<file path="src/rtl/dwt_pair_packer.sv">
// dwt_pair_packer
// Front-end of the 1D DWT 9/7 lifting datapath. Packs a serial sample stream
// into {odd, even} pairs and carries sof/eol along with each pair. An
// odd-length line is closed with a whole-sample symmetric extension, so the
// lifting unit downstream always receives complete pairs.
//
// Ports:
//   clk_i, rst_i          clock and synchronous active-high reset
//   s_valid_i/s_ready_o   input handshake; s_ready_o = !m_valid_o | m_ready_i
//   s_sof_i, s_eol_i      first sample of the frame / last sample of the line
//   s_data_i              sample x[n]
//   m_valid_o/m_ready_i   output handshake
//   m_sof_o, m_eol_o      pair holds the frame's first sample / last pair of the line
//   m_data_o              {x[2k+1], x[2k]}
//   err_o                 only when DWT_PAIR_PACKER_LEN_CHECK_EN is defined:
//                         sticky flag for an over-long line or a sof arriving
//                         while an even sample is held
module dwt_pair_packer #(
  parameter int DataWidth       = 16,
  parameter int MaximumSideSize = 512
) (
  input  logic                   clk_i,
  input  logic                   rst_i,
  output logic                   s_ready_o,
  input  logic                   s_valid_i,
  input  logic                   s_sof_i,
  input  logic                   s_eol_i,
  input  logic [DataWidth-1:0]   s_data_i,
  input  logic                   m_ready_i,
  output logic                   m_valid_o,
  output logic                   m_sof_o,
  output logic                   m_eol_o,
`ifdef DWT_PAIR_PACKER_LEN_CHECK_EN
  output logic [2*DataWidth-1:0] m_data_o,
  output logic                   err_o
`else
  output logic [2*DataWidth-1:0] m_data_o
`endif
);

  typedef enum logic {ST_EVEN, ST_ODD} state_t;

  state_t                 r_state, w_state_n;
  logic [DataWidth-1:0]   r_even, r_last_odd;
  logic                   r_sof, r_has_odd;
  logic                   r_m_valid, r_m_sof, r_m_eol;
  logic [2*DataWidth-1:0] r_m_data;

  logic                   w_beat, w_as_even, w_line_has_odd, w_load;
  logic                   w_ld_sof, w_ld_eol;
  logic [2*DataWidth-1:0] w_ld_data;

  assign s_ready_o = !r_m_valid | m_ready_i;
  assign m_valid_o = r_m_valid;
  assign m_sof_o   = r_m_sof;
  assign m_eol_o   = r_m_eol;
  assign m_data_o  = r_m_data;

  assign w_beat = s_valid_i & s_ready_o;
  // A sof beat while an even sample is held drops that sample: the beat is
  // handled exactly as if the FSM were waiting for an even sample, and it
  // starts a fresh line, so no earlier odd sample may be used for extension.
  assign w_as_even      = (r_state == ST_EVEN) | s_sof_i;
  assign w_line_has_odd = r_has_odd & ~s_sof_i;

  always_comb begin
    w_state_n = r_state;
    w_load    = 1'b0;
    w_ld_sof  = 1'b0;
    w_ld_eol  = 1'b0;
    w_ld_data = '0;
    if (w_beat) begin
      if (w_as_even) begin
        if (s_eol_i) begin
          w_load    = 1'b1;
          w_ld_sof  = s_sof_i;
          w_ld_eol  = 1'b1;
          w_ld_data = {(w_line_has_odd ? r_last_odd : s_data_i), s_data_i};
          w_state_n = ST_EVEN;
        end else begin
          w_state_n = ST_ODD;
        end
      end else begin
        w_load    = 1'b1;
        w_ld_sof  = r_sof;
        w_ld_eol  = s_eol_i;
        w_ld_data = {s_data_i, r_even};
        w_state_n = ST_EVEN;
      end
    end
  end

  always_ff @(posedge clk_i) begin
    if (rst_i) begin
      r_state    <= ST_EVEN;
      r_even     <= '0;
      r_last_odd <= '0;
      r_sof      <= 1'b0;
      r_has_odd  <= 1'b0;
      r_m_valid  <= 1'b0;
      r_m_sof    <= 1'b0;
      r_m_eol    <= 1'b0;
      r_m_data   <= '0;
    end else begin
      r_state <= w_state_n;
      if (w_beat) begin
        if (w_as_even) begin
          if (s_eol_i) begin
            r_has_odd <= 1'b0;
          end else begin
            r_even    <= s_data_i;
            r_sof     <= s_sof_i;
            r_has_odd <= w_line_has_odd;
          end
        end else begin
          r_last_odd <= s_data_i;
          r_has_odd  <= ~s_eol_i;
        end
      end
      if (w_load) begin
        r_m_valid <= 1'b1;
        r_m_sof   <= w_ld_sof;
        r_m_eol   <= w_ld_eol;
        r_m_data  <= w_ld_data;
      end else if (m_ready_i) begin
        r_m_valid <= 1'b0;
      end
    end
  end

`ifdef DWT_PAIR_PACKER_LEN_CHECK_EN
  localparam int CntW = $clog2(MaximumSideSize) + 1;
  localparam logic [CntW-1:0] CntMax = CntW'(MaximumSideSize);

  logic [CntW-1:0] r_cnt;
  logic            r_err;

  assign err_o = r_err;

  // r_cnt is the number of samples already seen on the current line; a beat
  // arriving with r_cnt at the maximum is sample MaximumSideSize+1.
  always_ff @(posedge clk_i) begin
    if (rst_i) begin
      r_cnt <= '0;
      r_err <= 1'b0;
    end else if (w_beat) begin
      if (r_cnt == CntMax) r_err <= 1'b1;
      if ((r_state == ST_ODD) && s_sof_i) r_err <= 1'b1;
      if (s_eol_i) begin
        r_cnt <= '0;
      end else if (r_cnt != CntMax) begin
        r_cnt <= r_cnt + 1'b1;
      end
    end
  end
`endif

endmodule

</file>
<file path="config.mk">
export PLATFORM = sky130hd
export DESIGN_NAME = dwt_pair_packer
export DESIGN_NICKNAME = d
export VERILOG_FILES = /design/src/rtl/dwt_pair_packer.sv
export SDC_FILE = /design/constraint.sdc
export NUM_CORES = 1
export LEC_CHECK = 0
export CAP_MARGIN = 20
export CORE_ASPECT_RATIO = 1.5
export CORE_MARGIN = 1.5
export CORE_UTILIZATION = 50
export CTS_BUF_LIST = sky130_fd_sc_hd__clkbuf_2 sky130_fd_sc_hd__clkbuf_4 sky130_fd_sc_hd__clkbuf_8
export CTS_CLUSTER_DIAMETER = 150
export DETAILED_ROUTE_END_ITERATION = 10
export PLACE_DENSITY_LB_ADDON = 0.2
export SETUP_SLACK_MARGIN = 0.2
export SYNTH_ARGS = -nofsm -noshare
export SYNTH_HDL_FRONTEND = slang
export SYNTH_SLANG_ARGS = --single-unit
</file>
<file path="constraint.sdc">
create_clock -name clk_i -period 4.11 [get_ports clk_i]
set_input_delay 0.411 -clock clk_i [delete_from_list [all_inputs] [get_ports clk_i]]
set_output_delay 0.411 -clock clk_i [all_outputs]
set_load 0.01 [all_outputs]
</file>
==> impl_metrics.prom <==
# TYPE chip_impl_metric gauge
chip_impl_metric{name="yosys_register_bits",unit=""} 70
chip_impl_metric{name="clock_tree.htree_level_count",unit=""} 3
chip_impl_metric{name="vias_per_cell",unit=""} 5.48
chip_impl_metric{name="peakVddDrop",unit="uV"} 267
chip_impl_info{name="rsz0062_at_grt",value="false"} 1
chip_impl_metric{name="cts_max_path_buffers",unit=""} 2
chip_impl_metric{name="yosysSeqAreaShare",unit=""} 0.504
chip_impl_metric{name="cts.sink_count",unit=""} 70
chip_impl_metric{name="post_cts.resized_instances",unit=""} 0
chip_impl_metric{name="synth-edff-count",unit=""} 0
chip_impl_metric{name="post-cts-setup-buffer-count",unit=""} 0
chip_impl_metric{name="place.port_buffers",unit=""} 57
chip_impl_metric{name="cellLeakagePower",unit="uW"} 0.00126
chip_impl_info{name="yosys.cell_count.top_type",value="sky130_fd_sc_hd__dfxtp_1"} 1
chip_impl_metric{name="die_h",unit="um"} 94.3
chip_impl_metric{name="rrSetupSlack",unit="ns"} 1.88
chip_impl_metric{name="yosys_warnings",unit=""} 0
chip_impl_metric{name="final.setup.worst_slack",unit="ns"} 1.51
chip_impl_metric{name="netlist.area_leader.share",unit=""} 0.504
chip_impl_metric{name="hpwl",unit="um"} 4490
chip_impl_info{name="critical_path.reg2reg.startpoint",value="r_state"} 1
chip_impl_metric{name="synthesis.instances",unit=""} 325
chip_impl_metric{name="detailedPlace.worstSlack",unit="ns"} 1.23
chip_impl_info{name="clock-root-buffer",value="sky130_fd_sc_hd__clkbuf_8"} 1
chip_impl_metric{name="post-route-period-util",unit=""} 0.632
chip_impl_metric{name="cts.clk_slew.worst_paths",unit="ns"} 0.07
chip_impl_metric{name="fin_worst_skew",unit="ns"} 0.00871
chip_impl_info{name="synthDominantAreaCellType",value="sky130_fd_sc_hd__dfxtp_1"} 1
chip_impl_info{name="crit_path_end_kind",value="flip-flop"} 1
chip_impl_info{name="hold-path-endpoint",value="r_even[15]"} 1
chip_impl_metric{name="final_core_utilization",unit=""} 0.663
chip_impl_metric{name="holdBufCountCts",unit=""} 0
chip_impl_metric{name="final_layout_size_suffix_gt1_frac",unit=""} 0.0816
chip_impl_metric{name="dieArea",unit="um2"} 6030
chip_impl_metric{name="worst_slew_pin_slew",unit="ns"} 0.963
chip_impl_metric{name="finalNetCount",unit=""} 397
chip_impl_metric{name="totalWireLength",unit="um"} 7040
chip_impl_info{name="worst_setup_path_start_kind",value="primary input"} 1
chip_impl_metric{name="floorplan.initialDensity",unit=""} 0.514
chip_impl_metric{name="filler_cell_count",unit=""} 491
chip_impl_metric{name="cts-buffers-inserted",unit=""} 9
chip_impl_metric{name="number_of_pins_exceeding_their_max_slew_limit_in_the_final_report",unit=""} 0
chip_impl_metric{name="final-setup-viol-count",unit=""} 0
chip_impl_metric{name="yosys.cell_types.count",unit=""} 34
chip_impl_metric{name="tns",unit="ns"} 0
chip_impl_metric{name="worstRegToRegCells",unit=""} 5
chip_impl_metric{name="final.min_clock_period",unit="ns"} 2.60
chip_impl_metric{name="worstPathMaxFanout",unit=""} 20
chip_impl_metric{name="globalRouteOverflowTotal",unit=""} 0
chip_impl_metric{name="die-width",unit="um"} 63.9
chip_impl_info{name="r2r-end",value="m_data_o[24]"} 1
chip_impl_metric{name="synth_area",unit="um2"} 2780
chip_impl_metric{name="cellPowerDensity",unit="nW/um2"} 434
chip_impl_metric{name="drt_pre_antenna_iters",unit=""} 4
chip_impl_metric{name="grt_pass1_vias",unit=""} 2306
chip_impl_info{name="synth_top_cells_by_area",value="sky130_fd_sc_hd__dfxtp_1 50%, sky130_fd_sc_hd__a21oi_1 8.8%, sky130_fd_sc_hd__nand2_1 8.8%"} 1
chip_impl_info{name="source_of_the_worst_hold_timing_path",value="r_even[15]"} 1
chip_impl_metric{name="detail_route.drc_violations",unit=""} 0
chip_impl_metric{name="syn-mean-instance-area",unit="um2"} 8.56
chip_impl_metric{name="cp_data_required_time",unit="ns"} 4.32
chip_impl_info{name="synth_flop_cell",value="sky130_fd_sc_hd__dfxtp_1"} 1
chip_impl_metric{name="grt_max_degree",unit=""} 43
chip_impl_metric{name="nets_in_the_synthesized_netlist",unit=""} 347
chip_impl_metric{name="finalWeightedCongestion",unit=""} 0.866
chip_impl_metric{name="antenna_cells",unit=""} 0
chip_impl_metric{name="worst-endpoint-arrival",unit="ns"} 2.80
chip_impl_metric{name="grt_antenna_before_repair",unit=""} 0
chip_impl_metric{name="clk_latency",unit="ns"} 0.34
chip_impl_metric{name="detailroute.via_count",unit=""} 2466
chip_impl_metric{name="fin_hold_ws",unit="ns"} 0.454
chip_impl_metric{name="timing.slew.headroom",unit=""} 0.353
chip_impl_metric{name="design.core.area",unit="um2"} 5410
chip_impl_metric{name="synth_async_sr_flop_share",unit=""} 0
chip_impl_info{name="synth_commonest_cells",value="70 x sky130_fd_sc_hd__dfxtp_1, 65 x sky130_fd_sc_hd__nand2_1, 49 x sky130_fd_sc_hd__a21oi_1"} 1
chip_impl_info{name="holdCritPathClass",value="flip-flop to flip-flop"} 1
chip_impl_metric{name="wire_per_inst",unit="um"} 15.6
chip_impl_metric{name="initialDrtViolationCount",unit=""} 140
chip_impl_info{name="clock_tree_from_tritoncts",value="done"} 1
chip_impl_metric{name="flow.area_growth_from_synthesis",unit="%"} 29.0
chip_impl_metric{name="drtAntennaViolNets",unit=""} 0
chip_impl_metric{name="max-cap-violations",unit=""} 0
chip_impl_metric{name="final-hold-violation-count",unit=""} 0
chip_impl_metric{name="globalRouteTotalUtil",unit=""} 0.244
chip_impl_metric{name="power.total",unit="uW"} 1560
chip_impl_info{name="run_status",value="complete, no violations"} 1
chip_impl_metric{name="io_pins",unit=""} 58
chip_impl_metric{name="rows",unit=""} 33
chip_impl_metric{name="grt_pass1_wl",unit="um"} 11300
chip_impl_info{name="startpoint",value="s_sof_i"} 1
chip_impl_metric{name="hold_path_depth",unit=""} 2
chip_impl_metric{name="fmax",unit="MHz"} 385
chip_impl_info{name="setup.worst_path.class",value="primary input to flip-flop"} 1
-- power by group --
group          switching, uW  total (uW)  internal (uW)
logic                   91.8         176           84.0
clock network            255         655            400
registers               17.3         726            709
-- registers in the layout (all words and copies together), names as in the netlist --
name,flops
r_sof,1
r_state,1
r_even,16
r_has_odd,1
r_last_odd,16
m_valid_o,1
m_eol_o,1
m_sof_o,1
m_data_o,32
-- how the worst max path moves through the flow --
stage / end / slack, ns
after global routing: r_even[1] / 1.34
final: r_even[9] / 1.51
after floorplan: m_data_o[21] / 2.53
after global placement: r_even[13] / 1.27
after CTS: m_data_o[24] / 1.57
after detailed placement: m_data_o[24] / 1.23
-- cells in the final DEF, fill, tap and decap left out, drive strengths merged, types with 4 or more instances in the layout --
cell type      synthesis  layout
o2bb2ai               13      13
nand2                 66      66
clkbuf                 8       9
a221o                 16      16
nor2                  26      26
a21oi                 50      50
o21ai                  5       5
nand3                  5       5
dfxtp                 70      70
clkdlybuf4s50          0      57
and3                  13      13
a211oi                 4       4
inv                   20      20
-- layer usage --
metal | routed length [um] | GRT usage | vias up
li1 | - | - | 1224
met1 | 3090 | 0.300 | 1150
met2 | 3410 | 0.408 | 76
met3 | 304 | 0.0417 | 16
met4 | 229 | 0.123 | 0
met5 | 0 | 0 | -
-- cells by family after synthesis --
| group | synth area share |
|---|---|
| AND/OR/NAND/NOR | 0.206 |
| AO/OA/AOI/OAI | 0.222 |
| flip-flops | 0.504 |
| buffers and inverters | 0.0679 |
-- per-stage QoR --
| step | cell area [um2] | cells |
|---|---|---|
| after floorplan | 2780 | 325 |
| after global placement | 3350 | 434 |
| after detailed placement | 3350 | 434 |
| after CTS | 3590 | 450 |
| after global routing | 3590 | 450 |
| final | 3590 | 450 |
-- worst max-delay path, cell delays in order --
cell                              delay [ns]
sky130_fd_sc_hd__clkdlybuf4s50_1        0.60
sky130_fd_sc_hd__nand2b_1               0.64
sky130_fd_sc_hd__nand4_1                0.77
sky130_fd_sc_hd__nand2_1                0.28
sky130_fd_sc_hd__a21oi_1                0.10
-- final cells by class --
| cell class | count | area, um2 | share of cell area |
|---|---|---|---|
| Sequential cell | 70 | 1400 | 0.391 |
| Tap cell | 70 | 87.6 | 0.0244 |
| Inverter | 20 | 75.1 | 0.0209 |
| Clock buffer | 9 | 124 | 0.0345 |
| Multi-Input combinational cell | 214 | 1190 | 0.333 |
| Clock inverter | 7 | 113 | 0.0314 |
| Timing Repair Buffer | 60 | 593 | 0.165 |
Power figures use the tool's default switching activity.
